`config.mk`:
```
export PLATFORM = sky130hd
export DESIGN_NAME = fetch_sequencer_flat
export DESIGN_NICKNAME = d
export VERILOG_FILES = /design/src/rtl/fetch_sequencer_pkg.sv /design/src/rtl/fetch_sequencer_if.sv /design/src/rtl/fetch_sequencer_sat_counter.sv /design/src/rtl/fetch_sequencer.sv /design/src/flat_wrapper.sv
export SDC_FILE = /design/constraint.sdc
export NUM_CORES = 1
export LEC_CHECK = 0
export ABC_AREA = 0
export CORE_ASPECT_RATIO = 0.75
export CORE_MARGIN = 2
export CORE_UTILIZATION = 56
export DETAILED_ROUTE_END_ITERATION = 8
export DONT_BUFFER_PORTS = 1
export GPL_ROUTABILITY_DRIVEN = 1
export PLACE_DENSITY = 0.74
export SETUP_SLACK_MARGIN = 0.3
export SYNTH_ARGS = -nofsm -noshare
export SYNTH_HDL_FRONTEND = slang
export SYNTH_SLANG_ARGS = --single-unit
```
`constraint.sdc`:
```
create_clock -name CLK -period 1.7 [get_ports CLK]
set_input_delay 0.255 -clock CLK [delete_from_list [all_inputs] [get_ports CLK]]
set_output_delay 0.255 -clock CLK [all_outputs]
set_load 0.01 [all_outputs]
```
`src/rtl/fetch_sequencer_pkg.sv`:
```
// Shared fetch-pipeline types and constants.
// State encoding, PC geometry and bubble counter width.
package fetch_sequencer_pkg;

  localparam int unsigned PC_W  = 8;
  localparam int unsigned CNT_W = 3;
  localparam int unsigned ISS_W = 16;

  localparam logic [PC_W-1:0] RESET_PC = 8'h00;

  typedef enum logic [1:0] {
    ST_RUN   = 2'd0,
    ST_STALL = 2'd1,
    ST_FLUSH = 2'd2,
    ST_HALT  = 2'd3
  } state_e;

endpackage

```
`src/rtl/fetch_sequencer_if.sv`:
```
// Fetch control/status bundle between the hazard unit
// and the sequencer.
interface fetch_sequencer_if;
  import fetch_sequencer_pkg::*;

  logic             stall_i;
  logic             br_taken_i;
  logic [PC_W-1:0]  br_target_i;
  logic             halt_i;
  logic             resume_i;
  logic [PC_W-1:0]  pc_o;
  logic [PC_W-1:0]  incre_pc_o;
  logic             ifid_en_o;
  logic             ifid_flush_o;
  logic             wb_ff_o;
  logic [1:0]       state_o;
  logic [ISS_W-1:0] issue_cnt_o;

  modport master (
    output stall_i, br_taken_i, br_target_i,
    output halt_i, resume_i,
    input  pc_o, incre_pc_o, ifid_en_o,
    input  ifid_flush_o, wb_ff_o, state_o,
    input  issue_cnt_o
  );

  modport slave (
    input  stall_i, br_taken_i, br_target_i,
    input  halt_i, resume_i,
    output pc_o, incre_pc_o, ifid_en_o,
    output ifid_flush_o, wb_ff_o, state_o,
    output issue_cnt_o
  );

endinterface

```
`src/rtl/fetch_sequencer_sat_counter.sv`:
```
// Saturating up-counter with synchronous clear.
// Clear wins over enable.
module sat_counter #(
  parameter int unsigned W = 16
) (
  input  logic         CLK,
  input  logic         i_clr,
  input  logic         i_en,
  output logic [W-1:0] o_cnt
);

  logic [W-1:0] r_cnt;

  always_ff @(posedge CLK) begin
    if (i_clr)
      r_cnt <= '0;
    else if (i_en && (r_cnt != {W{1'b1}}))
      r_cnt <= r_cnt + 1'b1;
  end

  assign o_cnt = r_cnt;

endmodule

```
`src/rtl/fetch_sequencer.sv`:
```
// Instruction fetch sequencer: PC register, redirect,
// stall/halt control and IF/ID capture strobes.
module fetch_sequencer
  import fetch_sequencer_pkg::*;
#(
  parameter int unsigned FLUSH_CYCLES = 2
) (
  input logic              CLK,
  input logic              RST,
  fetch_sequencer_if.slave bus
);

  localparam logic [CNT_W-1:0] BUB_LD =
    CNT_W'(FLUSH_CYCLES - 1);

  state_e           r_state;
  state_e           w_state_nx;
  logic [PC_W-1:0]  r_pc;
  logic [PC_W-1:0]  w_pc_nx;
  logic [CNT_W-1:0] r_bub;
  logic [CNT_W-1:0] w_bub_nx;
  logic             w_en;
  logic             w_fl;
  logic             w_wb;
  logic [PC_W-1:0]  w_inc;
  logic [ISS_W-1:0] w_iss;

  assign w_inc = r_pc + 1'b1;

  always_ff @(posedge CLK) begin
    r_state <= w_state_nx;
    r_pc    <= w_pc_nx;
    r_bub   <= w_bub_nx;
  end

  always_comb begin
    w_state_nx = r_state;
    w_pc_nx    = r_pc;
    w_bub_nx   = r_bub;
    w_en       = 1'b0;
    w_fl       = 1'b0;
    w_wb       = 1'b0;
    if (RST) begin
      // reset cycle still pushes a bubble into IF/ID
      w_en       = 1'b1;
      w_fl       = 1'b1;
      w_state_nx = ST_RUN;
      w_pc_nx    = RESET_PC;
      w_bub_nx   = '0;
    end else begin
      unique case (r_state)
        ST_RUN, ST_STALL: begin
          if (bus.br_taken_i) begin
            w_en       = 1'b1;
            w_fl       = 1'b1;
            w_pc_nx    = bus.br_target_i;
            w_bub_nx   = BUB_LD;
            w_state_nx = ST_FLUSH;
          end else if (bus.halt_i) begin
            w_state_nx = ST_HALT;
          end else if (bus.stall_i) begin
            w_state_nx = ST_STALL;
          end else begin
            w_en       = 1'b1;
            w_wb       = 1'b1;
            w_pc_nx    = w_inc;
            w_state_nx = ST_RUN;
          end
        end
        ST_FLUSH: begin
          w_en = 1'b1;
          w_fl = 1'b1;
          if (bus.br_taken_i) begin
            w_pc_nx  = bus.br_target_i;
            w_bub_nx = BUB_LD;
          end else if (r_bub == '0) begin
            w_state_nx = ST_RUN;
          end else begin
            w_bub_nx = r_bub - 1'b1;
          end
        end
        ST_HALT: begin
          if (bus.resume_i && !bus.halt_i)
            w_state_nx = ST_RUN;
        end
        default: w_state_nx = ST_RUN;
      endcase
    end
  end

  sat_counter #(
    .W (ISS_W)
  ) u_iss (
    .CLK   (CLK),
    .i_clr (RST),
    .i_en  (w_wb),
    .o_cnt (w_iss)
  );

  assign bus.pc_o         = r_pc;
  assign bus.incre_pc_o   = w_inc;
  assign bus.ifid_en_o    = w_en;
  assign bus.ifid_flush_o = w_fl;
  assign bus.wb_ff_o      = w_wb;
  assign bus.state_o      = r_state;
  assign bus.issue_cnt_o  = w_iss;

endmodule

```
`src/flat_wrapper.sv`:
```
// flat-port wrapper written by rule: the top's interface ports become plain ports
module fetch_sequencer_flat import fetch_sequencer_pkg::*;
#(
  parameter int unsigned FLUSH_CYCLES = 2
)
  (CLK, RST, bus_stall_i, bus_br_taken_i, bus_br_target_i, bus_halt_i, bus_resume_i, bus_pc_o, bus_incre_pc_o, bus_ifid_en_o, bus_ifid_flush_o, bus_wb_ff_o, bus_state_o, bus_issue_cnt_o);
  fetch_sequencer_if bus_i ();
  input logic CLK;
  input logic RST;
  input wire logic [$bits(bus_i.stall_i)-1:0] bus_stall_i;
  input wire logic [$bits(bus_i.br_taken_i)-1:0] bus_br_taken_i;
  input wire logic [$bits(bus_i.br_target_i)-1:0] bus_br_target_i;
  input wire logic [$bits(bus_i.halt_i)-1:0] bus_halt_i;
  input wire logic [$bits(bus_i.resume_i)-1:0] bus_resume_i;
  output wire logic [$bits(bus_i.pc_o)-1:0] bus_pc_o;
  output wire logic [$bits(bus_i.incre_pc_o)-1:0] bus_incre_pc_o;
  output wire logic [$bits(bus_i.ifid_en_o)-1:0] bus_ifid_en_o;
  output wire logic [$bits(bus_i.ifid_flush_o)-1:0] bus_ifid_flush_o;
  output wire logic [$bits(bus_i.wb_ff_o)-1:0] bus_wb_ff_o;
  output wire logic [$bits(bus_i.state_o)-1:0] bus_state_o;
  output wire logic [$bits(bus_i.issue_cnt_o)-1:0] bus_issue_cnt_o;
  assign bus_i.stall_i = bus_stall_i;
  assign bus_i.br_taken_i = bus_br_taken_i;
  assign bus_i.br_target_i = bus_br_target_i;
  assign bus_i.halt_i = bus_halt_i;
  assign bus_i.resume_i = bus_resume_i;
  assign bus_pc_o = bus_i.pc_o;
  assign bus_incre_pc_o = bus_i.incre_pc_o;
  assign bus_ifid_en_o = bus_i.ifid_en_o;
  assign bus_ifid_flush_o = bus_i.ifid_flush_o;
  assign bus_wb_ff_o = bus_i.wb_ff_o;
  assign bus_state_o = bus_i.state_o;
  assign bus_issue_cnt_o = bus_i.issue_cnt_o;
  fetch_sequencer #(.FLUSH_CYCLES(FLUSH_CYCLES)) u_core (.CLK(CLK), .RST(RST), .bus(bus_i));
endmodule
```
==> metrics, run 1 <==
synthesis-stage register bit count=29; Post-synth EDFFs=0; Distinct cells, synth=50; tool error=[ERROR DPL-0038] Utilization greater than 100%, impossible to legalize; Die H=51.5 um; I/O pin cnt=51; Max Root-Sink Buffers=2; H-tree depth=2; mapped cell area=1680 sq um; Stop stage=global routing; async set-reset flop share out of synthesis=0%; Syn Area/Cell=8.26 sq um; Cells after Synth=204; CTS Root Cell=clkbuf_8; Site Rows=17; Die X=67.3 um; routability cong.=0.795; Initial Util=57.8%; outcome=stopped before the end; Seq/Total Area, Yosys=34.5%; pin count of the biggest net entering global routing=34; I/O Buffers=0; worst ep type=sequential cell input; Synth warnings=0; post-detail-place hpwl=3.06 mm; CTS Hold Buffers Added=0; Synth Net Count=222; Top FF cell, synth=dfxtp_1; CTS buffer count=5; GRT worst endpoint=u_core.u_iss.o_cnt[1]$_SDFFE_PP0P_/D; CTS sink count=29
cells by family after synthesis:
logic type	share of synthesized area (%)
and+or+nand+nor	27.8
buffers and inverters	5.94
xor gates and xnor gates	3.12
adders and majority gates	2.97
AOI/OAI and AO/OA	22.6
muxes	3.12
DFF	34.5
cell usage after synthesis, types with 3 or more instances:
library cell	count	area (sq um)
a21oi_1	14	70.1
a221o_1	3	30.0
and3_1	3	18.8
clkbuf_1	6	22.5
dfxtp_1	29	581
ha_1	4	50.1
inv_1	13	48.8
mux2i_1	3	30.0
nand2_1	17	63.8
nand3_1	8	40.0
nand4_1	4	25.0
nor2_1	12	45.0
nor2b_1	4	25.0
nor3_1	3	15.0
nor4_1	3	18.8
nor4b_1	4	35.0
o21ai_0	8	40.0
o31ai_1	9	67.6
o41ai_1	3	26.3
or4_1	10	75.1
xnor2_1	3	26.3
xor2_1	3	26.3
through the flow:
stage / instance area (sq um) / cells / worst slack, ps
detailed placement: 1970 / 256 / 31.5
CTS: 2550 / 285 / 66.1
global placement: 1970 / 256 / 79.7
floorplan: 1790 / 204 / 93.2
timing repair:
action / CTS
pin swaps: 38
gates resized for setup: 71
setup endpoints to repair: 36
endpoints found under the hold margin: 0
setup buffers: 19
cloned: 2
==> run 2, diff against run 1 <==
--- a/config.mk
+++ b/config.mk
@@ -6,14 +6,12 @@
 export NUM_CORES = 1
 export LEC_CHECK = 0
 export ABC_AREA = 0
-export CORE_ASPECT_RATIO = 0.75
 export CORE_MARGIN = 2
-export CORE_UTILIZATION = 56
+export CORE_UTILIZATION = 40
 export DETAILED_ROUTE_END_ITERATION = 8
 export DONT_BUFFER_PORTS = 1
 export GPL_ROUTABILITY_DRIVEN = 1
-export PLACE_DENSITY = 0.74
-export SETUP_SLACK_MARGIN = 0.3
+export PLACE_DENSITY_LB_ADDON = 0.15
 export SYNTH_ARGS = -nofsm -noshare
 export SYNTH_HDL_FRONTEND = slang
 export SYNTH_SLANG_ARGS = --single-unit
==> constraint.sdc (replaced) <==
create_clock -name CLK -period 2.21 [get_ports CLK]
set_input_delay 0.3315 -clock CLK [delete_from_list [all_inputs] [get_ports CLK]]
set_output_delay 0.3315 -clock CLK [all_outputs]
set_load 0.01 [all_outputs]
==> run 2 against run 1 <==
  * The flow now finishes without violations
  * Synthesized cell count is the same
  * Synthesized area did not move
==> metrics, run 2 <==
area share of the largest cell type after synthesis=34.5% (unchanged); minimum clock period after layout=1950 ps; CTS buffer count=5 (unchanged); Seq/Total Area, Yosys=34.5% (unchanged); via/cell ratio=6.01; worst r2r dst=u_core.u_iss.o_cnt[12]; PwrDens=637 nW/um^2; RSZ-0062 raised after global routing=no; Site Rows=23 (+6); I/O pin cnt=51 (unchanged); CTS tree=built; relative slew slack=64.5%; Finished Layout Cells=260; Crit. End Element=flop; Setup Skew=3.12 ps; Core ar.=4030 sq um; Die X=68.9 um (+2.3%); Initial Util=41.8% (-16 points); postcts setup bufs=0 (-19); die area=4750 sq um; All-Layer GR Usage=19.7%; main combinational cell family by area after synthesis=simple AND/OR/NAND/NOR gates; Synth top cells by count=dfxtp_1 (29), nand2_1 (17), a21oi_1 (14); Setup Crit Path Kind=reg -> reg; Max FO, Critical Path=11; Post-synth EDFFs=0 (unchanged); CP max stage delay=490 ps; Max Root-Sink Buffers=2 (unchanged); DRT antenna net count=0; top post-synthesis cells by area=dfxtp_1 (34%), or4_1 (4.5%), a21oi_1 (4.2%); GRT overflow=0; number of antenna diodes=0; most common cell after layout, fill and taps aside=dfxtp_1; Final setup viols=0; H-tree depth=2 (unchanged); Final WS setup=259 ps; number of hold violations in the final report=0; Distinct cells, synth=50 (unchanged); Die H=68.9 um (+34%); Synth warnings=0 (unchanged); DRT iter0 DRCs=71; synthesis-stage register bit count=29 (unchanged); top-count cell post-synth=dfxtp_1; R2R cell count=4; required time of the critical path=2380 ps; reg2reg start=u_core.u_iss.o_cnt[4]; mapped cell area=1680 sq um (unchanged); routability cong.=0.770 (-3.2%); fillcell total=411; clock-pin slew of the registers on the worst-case setup and hold paths=60 ps; placed insts=252 (-1.6%); drt first pass iters=4; worst hold stages=1; share of layout cells above drive strength 1=10.5%; area leader, netlist=dfxtp_1; fmax=513 MHz; Via Count=1,563; clock latency on the worst-skew pair=280 ps; Synth Area in XOR/XNOR=3.12% (unchanged); per-cell routed wire length=16.0 um; CTS sink count=29 (unchanged); Synth Area in Compound Gates=22.6% (unchanged); Post-Route WL=4.16 mm; Reg area=581 sq um; Worst setup startpoint=u_core.u_iss.o_cnt[4]; class of the worst hold path=in -> reg; CP Launch Type=flop; flop-to-flop setup slack=260 ps; most frequent cells in the layout=dfxtp_1 (29), nand2_1 (17), a21oi_1 (14), inv_1 (13), nor2_1 (12); adder-cell area share of the yosys netlist=2.97% (unchanged); crit path cell chain=nand4_2, or2_1, nor4_1, mux2_1; Top FF cell, synth=dfxtp_1; first-pass GRT wire length=7.00 mm; post-detail-place hpwl=2.96 mm (-3.1%); pin count of the biggest net entering global routing=34; Max VDD drop=313 uV; max reg flops=16; Tot Pwr=1190 uW; Syn Area/Cell=8.26 sq um (unchanged); Post-Synth Simple-Gate Area=27.8% (unchanged); post-synthesis mux area share=3.12% (unchanged); I/O Buffers=0 (unchanged); antenna violations before repair=0; crit path capture=u_core.u_iss.o_cnt[12]; Total Nets Final=227; CTS Root Cell=clkbuf_8; Lkg Pwr=0.000657 uW; Crit-path slowest cell=dfxtp_1; outcome=finished, final reports clean; Synth Net Count=222 (unchanged); worst-margin pin slew=531 ps; number of global-route vias before repair=1,549; Multi-input gate area=1000 sq um; Fin Setup TNS=0 ps; CTS Hold Buffers Added=0 (unchanged); # DRC=0; max-slew violations=0; Place WS=264 ps (+232 ps); Cells after Synth=204 (unchanged); Worst EP arrival=2120 ps; Layout Area Growth over Synthesis=10.7%; max-cap violations=0; Final Cycle Share=88.3%; async set-reset flop share out of synthesis=0% (unchanged); origin of the worst min-delay path=RST; Post-CTS Resized=0 (-100%)
==> run 2: cell counts after synthesis <==
No cell type changed its count.
==> run 2: power breakdown <==
group / internal [uW] / switching (uW) / total (uW)
Combinational: 56.2 / 77.9 / 134
Sequential: 542 / 29.8 / 572
Clock: 281 / 201 / 482
==> run 2: logic make-up after synthesis <==
logic type / count (synthesis)
AND/OR/NAND/NOR: 81
AO/OA/AOI/OAI: 55
flip-flops: 29
buffers and inverters: 24
XOR/XNOR: 6
multiplexers: 5
adder cells (fa/ha/maj): 4
==> run 2: per-stage QoR <==
step	hold WS, ps	instance area (sq um)	util, %
floorplan	488	1680	-
global placement	405	1760	43.8
detailed placement	408	1760	43.8
CTS	108	1860	46.3
global route	101	1860	46.3
finish	114	1860	46.3
==> run 2: worst min path at each step <==
| stage | endpoint | slack, ps |
|---|---|---|
| 5_1_grt | u_core.u_iss.o_cnt[11] | 100 |
| 6_report | u_core.u_iss.o_cnt[5] | 110 |
| 4_1_cts | u_core.u_iss.o_cnt[14] | 110 |
| 2_1_floorplan | u_core.r_bub[2] | 490 |
| 3_5_place_dp | u_core.u_iss.o_cnt[10] | 410 |
| 3_3_place_gp | u_core.u_iss.o_cnt[15] | 410 |
==> run 2: layout make-up <==
cell class | instances | area share [%]
clock inverters | 1 | 0.268
flip-flops and latches | 29 | 31.1
clock buffers | 7 | 5.17
well taps | 50 | 3.36
repair buffers | 9 | 3.62
multi-input cells | 151 | 53.8
inverters | 13 | 2.62
==> run 2: layer usage <==
metal  track usage, %  vias to the layer above  wire, um
li1                 -                      781         -
met1             23.6                      730      1860
met2             31.4                       44      1930
met3             6.49                        8       297
met4             10.5                        0        71
met5                0                        -         0
==> run 2: critical path: cells and delay by family (launching register included) <==
family	cells	cell delay, ps
mux	1	350
simple gates	3	1000
flops	1	490
(Power assumes the default switching activity.)
==> run 3, diff against run 2 <==
--- a/config.mk
+++ b/config.mk
@@ -6,8 +6,10 @@
 export NUM_CORES = 1
 export LEC_CHECK = 0
 export ABC_AREA = 0
+export CELL_PAD_IN_SITES_DETAIL_PLACEMENT = 1
+export CELL_PAD_IN_SITES_GLOBAL_PLACEMENT = 2
 export CORE_MARGIN = 2
-export CORE_UTILIZATION = 40
+export CORE_UTILIZATION = 35
 export DETAILED_ROUTE_END_ITERATION = 8
 export DONT_BUFFER_PORTS = 1
 export GPL_ROUTABILITY_DRIVEN = 1
==> run 3 against run 2 <==
  * Critical path depth fell by 1
  * Global-route usage fell by 0.26 points
  * Sequential share of layout area fell by 0.10 points
  * Utilization fell by 6.4 points
  * Clock power fell by 11%
  * Routed wire length rose by 17%
  * Hold slack improved by 0.58 ps
  * Critical path type is now reg -> out
==> metrics, run 3 (synthesized netlist as in run 2, its figures left out) <==
crit path cell chain=nand3_1, nor3_1, xor2_1; GRT overflow=0 (unchanged); clock latency on the worst-skew pair=280 ps (about the same); Final setup viols=0 (unchanged); flop-to-flop setup slack=280 ps (+20 ps); Comb power frac=12.2% (+0.9 points); CTS tree=built; PwrDens=609 nW/um^2 (-4.4%); most frequent cells in the layout=dfxtp_1 (29), nand2_1 (17), a21oi_1 (14), inv_1 (13); clock-pin slew of the registers on the worst-case setup and hold paths=70 ps (about the same); Max FO, Critical Path=7 (-4); Fin Setup TNS=0 ps (unchanged); clock group share of total power=37.6% (-3.0 points); DRT antenna net count=0 (unchanged); Switching Power=318 uW (+2.9%); CTS sink count=29 (unchanged); hold path endpoint=u_core.r_bub[1]; Die H=73.4 um (+6.5%); Die X=73.4 um (+6.5%); minimum clock period after layout=1990 ps (+40.7 ps); Post-Route WL=4.87 mm (+17%); sequential share of power=50.2% (+2.1 points); All-Layer GR Usage=19.5% (-0.26 points); Crit-path slowest cell=dfxtp_1; CTS Hold Buffers Added=0 (unchanged); Lkg Pwr=0.000656 uW (-0.16%); share of layout cells above drive strength 1=10.3% (-0.15 points); fmax=502 MHz (-2.0%); reg2reg start=u_core.u_iss.o_cnt[4]; I/O pin cnt=51 (unchanged); via/cell ratio=6.15 (+2.2%); # DRC=0 (unchanged); internal power=822 uW (-6.5%); number of global-route vias before repair=1,654 (+6.8%); drt first pass iters=4 (unchanged); Reg area=581 sq um (unchanged); H-tree depth=2 (unchanged); worst r2r dst=u_core.u_iss.o_cnt[12]; max reg flops=16 (unchanged); number of antenna diodes=0 (unchanged); R2R cell count=4 (unchanged); Via Count=1,641 (+5.0%); origin of the worst min-delay path=RST; CP max stage delay=500 ps (about the same); relative slew slack=64.5% (about the same); number of hold violations in the final report=0 (unchanged); pin count of the biggest net entering global routing=34 (unchanged); worst hold stages=1 (unchanged); Final Cycle Share=90.1% (+1.8 points); Final Cell Area=1870 sq um (+0.34%); Post-CTS Resized=0 (unchanged); CTS buffer count=5 (unchanged); Setup Crit Path Kind=reg -> out; Crit. End Element=output port; Setup Skew=6.12 ps (+3.00 ps); routability cong.=0.751 (-2.4%); worst-margin pin slew=531 ps (-0.582 ps); fillcell total=572 (+39%); Multi-input gate area=1000 sq um (unchanged); Worst EP arrival=1660 ps (-460 ps); antenna violations before repair=0 (unchanged); I/O Buffers=0 (unchanged); most common cell after layout, fill and taps aside=dfxtp_1; RSZ-0062 raised after global routing=no; per-cell routed wire length=18.2 um (+14%); outcome=finished, final reports clean; CTS Root Cell=clkbuf_8; max-cap violations=0 (unchanged); Max Root-Sink Buffers=2 (unchanged); first-pass GRT wire length=8.11 mm (+16%); die area=5380 sq um (+13%); post-detail-place hpwl=3.52 mm (+19%); Layout Area Growth over Synthesis=11.1%; CP Launch Type=flop; max-slew violations=0 (unchanged); postcts setup bufs=0 (unchanged); class of the worst hold path=in -> reg; Total Nets Final=230 (+1.3%); Initial Util=35.9% (-5.9 points); DRT iter0 DRCs=46 (-35%); Placed Area=1790 sq um (+1.6%); switch share=27.9% (+1.9 points); required time of the critical path=1880 ps (-500 ps); Max VDD drop=232 uV (-26%); Site Rows=25 (+8.7%); Core ar.=4690 sq um (+16%)
## run 3: per-layer routing
| layer | GRT usage (%) | part of all wire (%) | vias to the layer above |
|---|---|---|---|
| met5 | 0 | 0 | - |
| met4 | 4.85 | 1.1 | 0 |
| met3 | 6.86 | 6.3 | 5 |
| met2 | 31.3 | 47 | 39 |
| met1 | 24.9 | 45 | 816 |
| li1 | - | - | 781 |
## run 3: cell type report
cell class	count	area share, %
clock buffer	8	4.28
sequential	29	31.0
multi-input combinational	151	53.6
tap	54	3.61
timing repair buffer	12	4.82
inverter	13	2.61
## run 3: how the worst max path moves through the flow
stage | startpoint | endpoint | slack [ps]
3_3_place_gp | u_core.u_iss.o_cnt[4] | u_core.u_iss.o_cnt[12] | 340
5_1_grt | u_core.bus.pc_o[2] | bus_incre_pc_o[7] | 70
6_report | u_core.bus.pc_o[2] | bus_incre_pc_o[7] | 220
3_5_place_dp | u_core.u_iss.o_cnt[3] | u_core.u_iss.o_cnt[12] | 280
4_1_cts | u_core.bus.pc_o[2] | bus_incre_pc_o[7] | 180
2_1_floorplan | u_core.u_iss.o_cnt[4] | u_core.u_iss.o_cnt[12] | 440
## run 3: through the flow
| step | cells | utilization [%] | worst slack (ps) | hold slack [ps] | power [uW] |
|---|---|---|---|---|---|
| global route | 267 | 39.9 | 69.7 | 104 | 1190 |
| global placement | 259 | 38.2 | 344 | 406 | 716 |
| floorplan | 204 | - | 442 | 488 | 690 |
| detailed placement | 259 | 38.2 | 283 | 407 | 724 |
| finish | 267 | 39.9 | 218 | 115 | 1140 |
| CTS | 267 | 39.9 | 184 | 108 | 1150 |
## run 3: critical path, delay by kind of cell (launching register included)
kind | cells | cell delay, ps
DFF | 1 | 500
xor gates and xnor gates | 1 | 350
and+or+nand+nor | 2 | 530
## run 3: power groups by stage
stage,registers (uW),clock network [uW],logic [uW]
detailed placement,585,0,139
CTS,573,437,140
global route,576,457,158
global placement,583,0,133
finish,572,429,139
floorplan,579,0,111
==> run 4, diff against run 3 <==
--- a/config.mk
+++ b/config.mk
@@ -8,7 +8,7 @@
 export ABC_AREA = 0
 export CELL_PAD_IN_SITES_DETAIL_PLACEMENT = 1
 export CELL_PAD_IN_SITES_GLOBAL_PLACEMENT = 2
-export CORE_MARGIN = 2
+export CORE_MARGIN = 3
 export CORE_UTILIZATION = 35
 export DETAILED_ROUTE_END_ITERATION = 8
 export DONT_BUFFER_PORTS = 1
==> run 4 against run 3 <==
  * First-iteration DRC count is 63% higher
  * Setup slack better by 42 ps
  * Critical endpoint is now u_core.u_iss.o_cnt[12]
  * Critical path type is now reg -> reg
  * Largest power group unchanged
  * Register-to-register slack worse by 20 ps
==> metrics, run 4 (synthesized netlist as in run 2, its figures left out) <==
die area=5680 sq um (+5.5%); CTS buffer count=5 (unchanged); All-Layer GR Usage=18.0% (-1.5 points); max reg flops=16 (unchanged); I/O Buffers=0 (unchanged); fillcell total=555 (-3.0%); DRT iter0 DRCs=75 (+63%); Lkg Pwr=0.000655 uW (about the same); Comb power frac=11.7% (-0.5 points); first-pass GRT wire length=7.79 mm (-4.0%); CTS Root Cell=clkbuf_8; flop-to-flop setup slack=260 ps (-20 ps); worst-margin pin slew=533 ps (+2.42 ps); drt first pass iters=4 (unchanged); Placed Area=1780 sq um (-0.56%); Crit. End Element=flop; Via Count=1,608 (-2.0%); Max FO, Critical Path=11 (+4); GRT overflow=0 (unchanged); number of hold violations in the final report=0 (unchanged); Setup Skew=3.74 ps (-2.37 ps); Site Rows=24 (-4.0%); clock latency on the worst-skew pair=280 ps (about the same); relative slew slack=64.3% (-0.16 points); Final Cell Area=1870 sq um (-0.20%); via/cell ratio=6.11 (-0.52%); Multi-input gate area=1000 sq um (unchanged); Switching Power=312 uW (-1.8%); Post-CTS Resized=0 (unchanged); CP Launch Type=flop; outcome=finished, final reports clean; # DRC=0 (unchanged); DRT antenna net count=0 (unchanged); H-tree depth=2 (unchanged); sequential share of power=49.6% (-0.6 points); most common cell after layout, fill and taps aside=dfxtp_1; postcts setup bufs=0 (unchanged); minimum clock period after layout=1950 ps (-41.6 ps); required time of the critical path=2370 ps (+490 ps); Initial Util=37.4% (+1.5 points); Max VDD drop=235 uV (+1.1%); number of global-route vias before repair=1,605 (-3.0%); max-slew violations=0 (unchanged); PwrDens=620 nW/um^2 (+1.7%); Final setup viols=0 (unchanged); Total Nets Final=229 (-0.43%); I/O pin cnt=51 (unchanged); Setup Crit Path Kind=reg -> reg; Die X=75.4 um (+2.7%); switch share=27.0% (-0.91 points); Die H=75.4 um (+2.7%); CTS sink count=29 (unchanged); Max Root-Sink Buffers=2 (unchanged); number of antenna diodes=0 (unchanged); CTS Hold Buffers Added=0 (unchanged); share of layout cells above drive strength 1=10.4% (+0.098 points); most frequent cells in the layout=dfxtp_1 (29), nand2_1 (17), a21oi_1 (14), inv_1 (13), nor2_1 (12); max-cap violations=0 (unchanged); post-detail-place hpwl=3.52 mm (+0.20%); Post-Route WL=4.85 mm (-0.41%); Final Cycle Share=88.2% (-1.9 points); per-cell routed wire length=18.4 um (+1.1%); fmax=513 MHz (+2.1%); RSZ-0062 raised after global routing=no; clock-pin slew of the registers on the worst-case setup and hold paths=60 ps (about the same); antenna violations before repair=0 (unchanged); Core ar.=4500 sq um (-4.0%); Fin Setup TNS=0 ps (unchanged); Layout Area Growth over Synthesis=10.8%; class of the worst hold path=in -> reg; routability cong.=0.736 (-2.0%); Reg area=581 sq um (unchanged); clock group share of total power=38.6% (+1.0 points); pin count of the biggest net entering global routing=34 (unchanged); internal power=845 uW (+2.8%); Worst EP arrival=2110 ps (+450 ps); CTS tree=built
run 4: cell count changes in the layout (fill, tap and decap cells not counted), sizes merged:
cell | previous run | this run
clkbuf | 8 | 7
buf | 12 | 11
run 4: power by group through the flow:
stage               Clock [uW]  Combinational [uW]  Sequential, uW
floorplan                    0                 111             579
global placement             0                 130             585
detailed placement           0                 137             586
CTS                        462                 138             574
global route               486                 152             578
finish                     447                 136             574
run 4: cell type report:
class                   count  area share, %
flip-flops and latches     29           31.1
repair buffers             11           4.42
well taps                  52           3.49
multi-input cells         151           53.8
clock buffers               7           4.62
inverters                  13           2.61
run 4: per-layer routing:
layer	wire, um	track usage, %
met1	2090	21.9
met5	0	0
met3	365	7.26
met2	2340	29.3
met4	53	5.24
run 4: metrics by stage:
step | util (%) | total power (uW) | instances | hold WS, ps | setup slack (ps)
floorplan | - | 690 | 204 | 488 | 442
global placement | 39.5 | 715 | 256 | 405 | 337
detailed placement | 39.5 | 723 | 256 | 406 | 251
CTS | 41.4 | 1170 | 263 | 107 | 247
global route | 41.4 | 1220 | 263 | 101 | 52.7
finish | 41.4 | 1160 | 263 | 116 | 260
run 4: worst max-delay path, stage by stage, from the launching register on:
cell	delay, ps
dfxtp_1	480
nand4_2	250
or2_1	410
nor4_1	340
mux2_1	350
run 4: final timing paths:
kind	from	end	cells past startpoint
max	u_core.u_iss.o_cnt[4]	u_core.u_iss.o_cnt[12]	4
min	RST	u_core.bus.pc_o[2]	1
max reg2reg	u_core.u_iss.o_cnt[4]	u_core.u_iss.o_cnt[12]	4
min reg2reg	u_core.r_bub[0]	u_core.r_bub[0]	2
